--- config.mk ---
export PLATFORM = sky130hd
export DESIGN_NAME = uart_rx_sampler
export DESIGN_NICKNAME = d
export VERILOG_FILES = /design/src/rtl/uart_rx_sampler.sv
export SDC_FILE = /design/constraint.sdc
export NUM_CORES = 1
export LEC_CHECK = 0
export CAP_MARGIN = 10
export CORE_ASPECT_RATIO = 2
export CORE_MARGIN = 10
export CORE_UTILIZATION = 45
export CTS_BUF_LIST = sky130_fd_sc_hd__clkbuf_8
export DETAILED_ROUTE_END_ITERATION = 10
export GPL_TIMING_DRIVEN = 0
export PLACE_DENSITY = 0.64
export REMOVE_ABC_BUFFERS = 1
export SLEW_MARGIN = 20
export SYNTH_ARGS = -nofsm -noshare
export SYNTH_HDL_FRONTEND = slang
export SYNTH_SLANG_ARGS = --single-unit
--- constraint.sdc ---
create_clock -name clk -period 5 [get_ports clk]
set_clock_uncertainty 0.15 [all_clocks]
set_input_delay 1 -clock clk [delete_from_list [all_inputs] [get_ports clk]]
set_output_delay 1 -clock clk [all_outputs]
set_load 0.01 [all_outputs]
--- src/rtl/uart_rx_sampler.sv ---
// uart_rx_sampler
//   UART receive front end clocked at OVERSAMPLE x baud. rxd is brought in through a two-flop
//   synchroniser, each bit is majority-voted from three samples around mid-bit, and 8N1-style
//   frames (DATA_BITS data bits, LSB first) are assembled and handed to the control stage.
// Ports
//   clk        in   16x-baud clock, all logic on posedge
//   reset      in   asynchronous, active-high; clears all state
//   rxd        in   serial line, idle high, asynchronous to clk
//   rx_data    out  data of the last completed frame, held until the next frame completes
//   rx_status  out  1 = idle/done, 0 = frame in progress (falls once the start bit is validated)
//   rx_valid   out  one-cycle pulse when a frame with a good stop bit completes
//   frame_err  out  1 = last frame had a low stop bit; cleared by the next good frame
module uart_rx_sampler #(
    parameter int unsigned DATA_BITS  = 8,
    parameter int unsigned OVERSAMPLE = 16
) (
    input  logic                 clk,
    input  logic                 reset,
    input  logic                 rxd,
    output logic [DATA_BITS-1:0] rx_data,
    output logic                 rx_status,
    output logic                 rx_valid,
    output logic                 frame_err
);

    localparam int unsigned MID  = OVERSAMPLE / 2;
    localparam int unsigned CntW = $clog2(OVERSAMPLE);
    localparam int unsigned IdxW = $clog2(DATA_BITS);

    localparam logic [CntW-1:0] CntLast = CntW'(OVERSAMPLE - 1);
    localparam logic [CntW-1:0] CntS0   = CntW'(MID - 1);
    localparam logic [CntW-1:0] CntS1   = CntW'(MID);
    localparam logic [CntW-1:0] CntS2   = CntW'(MID + 1);
    localparam logic [IdxW-1:0] IdxLast = IdxW'(DATA_BITS - 1);

    typedef enum logic [1:0] {StIdle, StStart, StData, StStop} state_e;

    state_e                 state_q, state_d;
    logic [1:0]             sync_q;
    logic [CntW-1:0]        cnt_q, cnt_d;
    logic [IdxW-1:0]        idx_q, idx_d;
    logic [DATA_BITS-1:0]   shift_q, shift_d;
    logic [2:0]             samp_q, samp_d;
    logic                   armed_q, armed_d;
    logic [DATA_BITS-1:0]   rx_data_q, rx_data_d;
    logic                   status_q, status_d;
    logic                   valid_q, valid_d;
    logic                   ferr_q, ferr_d;

    logic rxd_s;
    logic s2;
    logic vote;

    assign rxd_s = sync_q[1];

    // STOP exits on the cycle of the third sample, so that sample is taken live from rxd_s.
    assign s2   = (cnt_q == CntS2) ? rxd_s : samp_q[2];
    assign vote = (samp_q[0] & samp_q[1]) | (samp_q[0] & s2) | (samp_q[1] & s2);

    always_ff @(posedge clk or posedge reset) begin
        if (reset) begin
            sync_q    <= 2'b11;
            state_q   <= StIdle;
            cnt_q     <= '0;
            idx_q     <= '0;
            shift_q   <= '0;
            samp_q    <= '0;
            armed_q   <= 1'b0;
            rx_data_q <= '0;
            status_q  <= 1'b1;
            valid_q   <= 1'b0;
            ferr_q    <= 1'b0;
        end else begin
            sync_q    <= {sync_q[0], rxd};
            state_q   <= state_d;
            cnt_q     <= cnt_d;
            idx_q     <= idx_d;
            shift_q   <= shift_d;
            samp_q    <= samp_d;
            armed_q   <= armed_d;
            rx_data_q <= rx_data_d;
            status_q  <= status_d;
            valid_q   <= valid_d;
            ferr_q    <= ferr_d;
        end
    end

    always_comb begin
        state_d   = state_q;
        cnt_d     = cnt_q + 1'b1;
        idx_d     = idx_q;
        shift_d   = shift_q;
        samp_d    = samp_q;
        armed_d   = armed_q;
        rx_data_d = rx_data_q;
        status_d  = status_q;
        valid_d   = 1'b0;
        ferr_d    = ferr_q;

        if (state_q != StIdle) begin
            if (cnt_q == CntS0) samp_d[0] = rxd_s;
            if (cnt_q == CntS1) samp_d[1] = rxd_s;
            if (cnt_q == CntS2) samp_d[2] = rxd_s;
        end

        unique case (state_q)
            StIdle: begin
                cnt_d = '0;
                // A start edge only counts after the line has been seen high (break guard).
                if (rxd_s) begin
                    armed_d = 1'b1;
                end else if (armed_q) begin
                    armed_d = 1'b0;
                    state_d = StStart;
                end
            end
            StStart: begin
                if (cnt_q == CntLast) begin
                    cnt_d = '0;
                    if (vote) begin
                        state_d = StIdle;
                    end else begin
                        state_d  = StData;
                        idx_d    = '0;
                        status_d = 1'b0;
                    end
                end
            end
            StData: begin
                if (cnt_q == CntLast) begin
                    cnt_d   = '0;
                    shift_d = {vote, shift_q[DATA_BITS-1:1]};
                    idx_d   = idx_q + 1'b1;
                    if (idx_q == IdxLast) state_d = StStop;
                end
            end
            StStop: begin
                // Arming during the stop bit lets a back-to-back start edge be taken at once.
                if (rxd_s) armed_d = 1'b1;
                if (cnt_q == CntS2) begin
                    cnt_d     = '0;
                    state_d   = StIdle;
                    rx_data_d = shift_q;
                    status_d  = 1'b1;
                    if (vote) begin
                        valid_d = 1'b1;
                        ferr_d  = 1'b0;
                    end else begin
                        ferr_d  = 1'b1;
                    end
                end
            end
        endcase
    end

    assign rx_data   = rx_data_q;
    assign rx_status = status_q;
    assign rx_valid  = valid_q;
    assign frame_err = ferr_q;

endmodule

# Yosys cells after proc, flatten, opt, wreduce, memory -nomap -nowiden
# Cells that the tools add are included.
[totals]
reg_bits = 34
output_inout_bits = 11
[classes]
mux = 27
n_eq_ne = 16
n_reduce_logical = 14
n_addsub = 2
n_bitwise = 5
[op_table]
columns = ["op", "n"]
rows = [
  ["$ne 2x2->1 const B", 8],
  ["$mux 2", 7],
  ["$eq 4x4->1 const B", 3],
  ["$pmux 4 s3", 1],
  ["$mux 1", 10],
  ["$reduce_and 2->1", 5],
  ["$mux 3", 3],
  ["$mux 4", 2],
  ["$pmux 2 s4", 1],
  ["$reduce_and 4->1", 2],
  ["$reduce_bool 2->1", 4],
  ["$pmux 3 s2", 1],
  ["$reduce_and 6->1", 1],
  ["$add 4x1->4 const B", 1],
  ["$eq 2x2->1 const B", 2],
  ["$eq 4x3->1 const B", 1],
  ["$pmux 1 s2", 2],
  ["$add 3x1->3 const B", 1],
  ["$and 1x1->1", 3],
  ["$eq 3x3->1 const B", 1],
  ["$eq 2x1->1 const B", 1],
  ["$logic_not 2->1", 1],
  ["$or 1x1->1", 2],
  ["$reduce_or 2->1", 1],
]

# Longest topological paths before layout
[depth]
depth_word = 8
mapped_depth = 7
depth_no_buf = 7

# Least setup slack after synthesis
# No wires, ideal clock.
[synth_timing]
kind = "reg2reg"
from = "register cnt_q[1]"
to = "register idx_q[2]"
arrival_time_ns = 1.680
t_required_ns = 4.712
synth_period_minus_slack_ns = 1.968
path_slack_ns = 3.032
path_stages_with_launch = 8
setup_time_ns = 0.138
path_cell_list = "dfrtp_1 -> inv_1 -> ha_1 -> nand3b_4 -> mux2_4 -> maj3_2 -> a21boi_2 -> o221ai_1"
[synth_via]
elab_chain_cells = 7
[synth_lines]
columns = ["element", "line", "source"]
rows = [
  ["start: declaration", "40", "logic [CntW-1:0] cnt_q, cnt_d;"],
  ["start signal: assignment", "76", "cnt_q <= cnt_d;"],
  ["$eq 4x4->1", "57", "assign s2 = (cnt_q == CntS2) ? rxd_s : samp_q[2];"],
  ["$mux 1", "-", ""],
  ["$and 1x1->1", "58", "assign vote = (samp_q[0] & samp_q[1]) | (samp_q[0] & s2) | (samp_q[1] & s2);"],
  ["$or 1x1->1 (2 in a row)", "58", ""],
  ["$ne 2x2->1 (no source line)", "-", ""],
  ["$reduce_and 4->1 (no source line) *", "-", ""],
  ["end signal: assignment", "77", "idx_q <= idx_d;"],
  ["end: declaration", "41", "logic [IdxW-1:0] idx_q, idx_d;"],
]
# Every way passes the cells marked *; elsewhere a longest branch is shown, timed or not.
# A chain may end at the register's enable or synchronous reset.

# Final worst setup path
[layout_timing]
from = "register status_q (netlist: rx_status)"
to = "output rx_status"
[layout_lines]
columns = ["element", "line", "source"]
rows = [
  ["start: declaration", "46", "logic status_q, status_d;"],
  ["start signal: assignment", "82", "status_q <= status_d;"],
  ["end: declaration", "21", "output logic rx_status,"],
]
# No word-level cell between the ends.

==> impl_metrics.json <==
{
  "die_area_um2": 6490,
  "io_pins": 14,
  "ys_types": 30,
  "ys_seq_elements": 34,
  "num_antenna_cells": 0,
  "intPower_mw": 0.517,
  "critPathSlowestCell": "dfstp_2",
  "vias": 1013,
  "viasPerCell": 5.14,
  "place_ws_ns": 2.78,
  "antenna_found_initial": 0,
  "synth_edf_count": 0,
  "path_buf_inv": 1,
  "root_buffer": "clkbuf_8",
  "grt_pass1_wl_mm": 5.11,
  "p_leak_nw": 0.938,
  "p_per_area_nw_per_um2": 392,
  "postRouteAntennaNets": 0,
  "worstSetupEndpointType": "output pin",
  "detail_route.first_pass.iterations": 4,
  "outcome": "completed",
  "clock_latency_ns": 0.28,
  "syn2layout_area_growth_pct": 18.0,
  "p_total_mw": 0.741,
  "die_h_um": 104,
  "syn_inst": 130,
  "hold_viol": 0,
  "clock-sinks": 34,
  "core_area_um2": 3420,
  "cts-hold-fix-buffers": 0,
  "fin_nets": 161,
  "rsz0062_at_grt": "false",
  "synth_warnings": 0,
  "multi_input_area_um2": 698,
  "crit_type": "reg2out",
  "cts-buffers-inserted": 5,
  "switching_share": 0.302,
  "ys_seq_area_frac": 0.533,
  "max_freq_mhz": 398,
  "grt_max_degree": 35,
  "remaining_drc_errors": 0,
  "globalplace.congestion": 0.731,
  "period_share": 0.502,
  "regArea_um2": 855,
  "critPathMaxFanout": 3,
  "finalWorstSetupSlack_ns": 2.49,
  "relSlewSlack": 0.542,
  "hpwl_mm": 2.16,
  "drv_cap": 0,
  "syn_avg_cell_area_um2": 12.3,
  "synthFlopType": "dfrtp_1",
  "drv_slew": 0,
  "rows": 30,
  "drive_gt1_frac": 0.242,
  "io_buffers": 13,
  "pwr-share-clk": 0.322,
  "postLayoutCoreUtil": 0.553,
  "tns_ns": 0,
  "gr-total-overflow": 0,
  "start_kind": "flip-flop",
  "drt_iter0_markers": 22,
  "clockBufferDepth": 2,
  "syn_area_um2": 1600,
  "worst_pin_slew_ns": 0.686,
  "fin_crit_ns": 2.51,
  "cts_tree": "built",
  "peakVddDrop_mv": 0.293,
  "worst_path_largest_cell_delay_ns": 0.55,
  "required_ns": 3.85,
  "p_switching_mw": 0.224,
  "gr-usage-all-layers": 0.0956,
  "yosys.area.top_type": "dfrtp_1",
  "post_cts_buffers": 0,
  "yosysTopAreaCellShare": 0.484,
  "wirelength_mm": 2.92,
  "n_fill_cell": 295,
  "p_seq_frac": 0.435,
  "worstPathCellList": "clkdlybuf4s50_1",
  "finalSetupViolCount": 0,
  "path_delay_family": "flip-flops",
  "wl_per_cell_um": 14.8,
  "die_x_um": 62.2,
  "initial_core_util": 0.469,
  "h-tree-depth": 2,
  "ctsResizeCount": 0,
  "combPwrFrac": 0.243,
  "path_clk_slew_ns": 0.07,
  "async_flop_share": 1.00,
  "grt_pass1_vias": 1151,
  "synthTopCellsByArea": "dfrtp_1, mux2_2, ha_1, dfstp_2, inv_1",
  "hp-class": "reg2reg",
  "crit_arrival_ns": 1.36
}
[metal layers]
layer | vias up | GRT usage | share of wire
met1 | 514 | 0.0836 | 0.37
met2 | 12 | 0.179 | 0.57
met5 | - | 0 | 0
met4 | 0 | 0.0493 | 0.022
met3 | 6 | 0.0356 | 0.046
li1 | 481 | - | -
[cell type report]
cell class                      instances  area share
Timing Repair Buffer                   13      0.0688
Clock inverter                          3      0.0199
Inverter                               11      0.0218
Tap cell                               48      0.0318
Clock buffer                            5      0.0364
Multi-Input combinational cell         83       0.369
Sequential cell                        34       0.452
[through the flow]
step	std cells	area (um^2)	hold slack (ns)
6_report	197	1890	0.206
5_1_grt	197	1890	0.211
4_1_cts	197	1890	0.207
3_5_place_dp	189	1780	0.197
3_3_place_gp	189	1780	0.198
2_1_floorplan	128	1590	0.195
[cell usage in the layout (no fill, tap or decap), types with 5 or more instances in the layout]
master and instances:
mux2_2 19, clkbuf_8 5, o21ai_0 6, nand3_1 5
dfrtp_1 31, nand2_1 8, a21oi_1 5, nor2_1 5
clkdlybuf4s50_1 13, inv_1 12, ha_1 10
[power by group through the flow]
stage	logic [mW]	clock network, mW	registers [mW]
global route	0.207	0.254	0.326
detailed placement	0.179	0	0.327
finish	0.180	0.239	0.322
floorplan	0.139	0	0.323
CTS	0.182	0.245	0.323
global placement	0.172	0	0.325
[sequential cells by signal, summed over array words and instances (netlist names), 2 cells and up, named ones only]
register / count
cnt_q: 4
idx_q: 3
rx_data: 8
samp_q: 3
shift_q: 8
sync_q: 2
[synth_stat cells, types with 2 or more instances]
| cell | instances |
|---|---|
| dfrtp_1 | 31 |
| o21ai_0 | 6 |
| inv_1 | 11 |
| nand3_1 | 5 |
| nand2_1 | 8 |
| a21oi_1 | 5 |
| and2_1 | 3 |
| nor3b_1 | 2 |
| mux2_2 | 19 |
| nand2b_1 | 2 |
| nor2_1 | 5 |
| nor3_1 | 2 |
| dfstp_2 | 3 |
| xnor2_1 | 2 |
| ha_1 | 10 |
| o221ai_1 | 2 |
[kinds of logic after synthesis]
logic type               count (synthesis)  synth area share
AO/OA/AOI/OAI                           18            0.0765
XOR/XNOR                                 2            0.0109
adder cells (fa/ha/maj)                 11            0.0851
buffers and inverters                   13            0.0312
flip-flops                              34             0.533
multiplexers                            20             0.143
AND/OR/NAND/NOR                         32             0.120
[path summary, 6_finish.rpt]
path	startpoint	endpoint	slack (ns)	cells past startpoint
max reg2reg	cnt_q[1]	idx_q[2]	2.84	7
max in group asynchronous	reset	idx_q[1]	3.27	2
min in group asynchronous	reset	samp_q[2]	0.99	2
max	rx_status	rx_status	2.49	1
min	sync_q[0]	sync_q[1]	0.21	0
min reg2reg	sync_q[0]	sync_q[1]	0.21	0
Power figures use the tool's default switching activity.
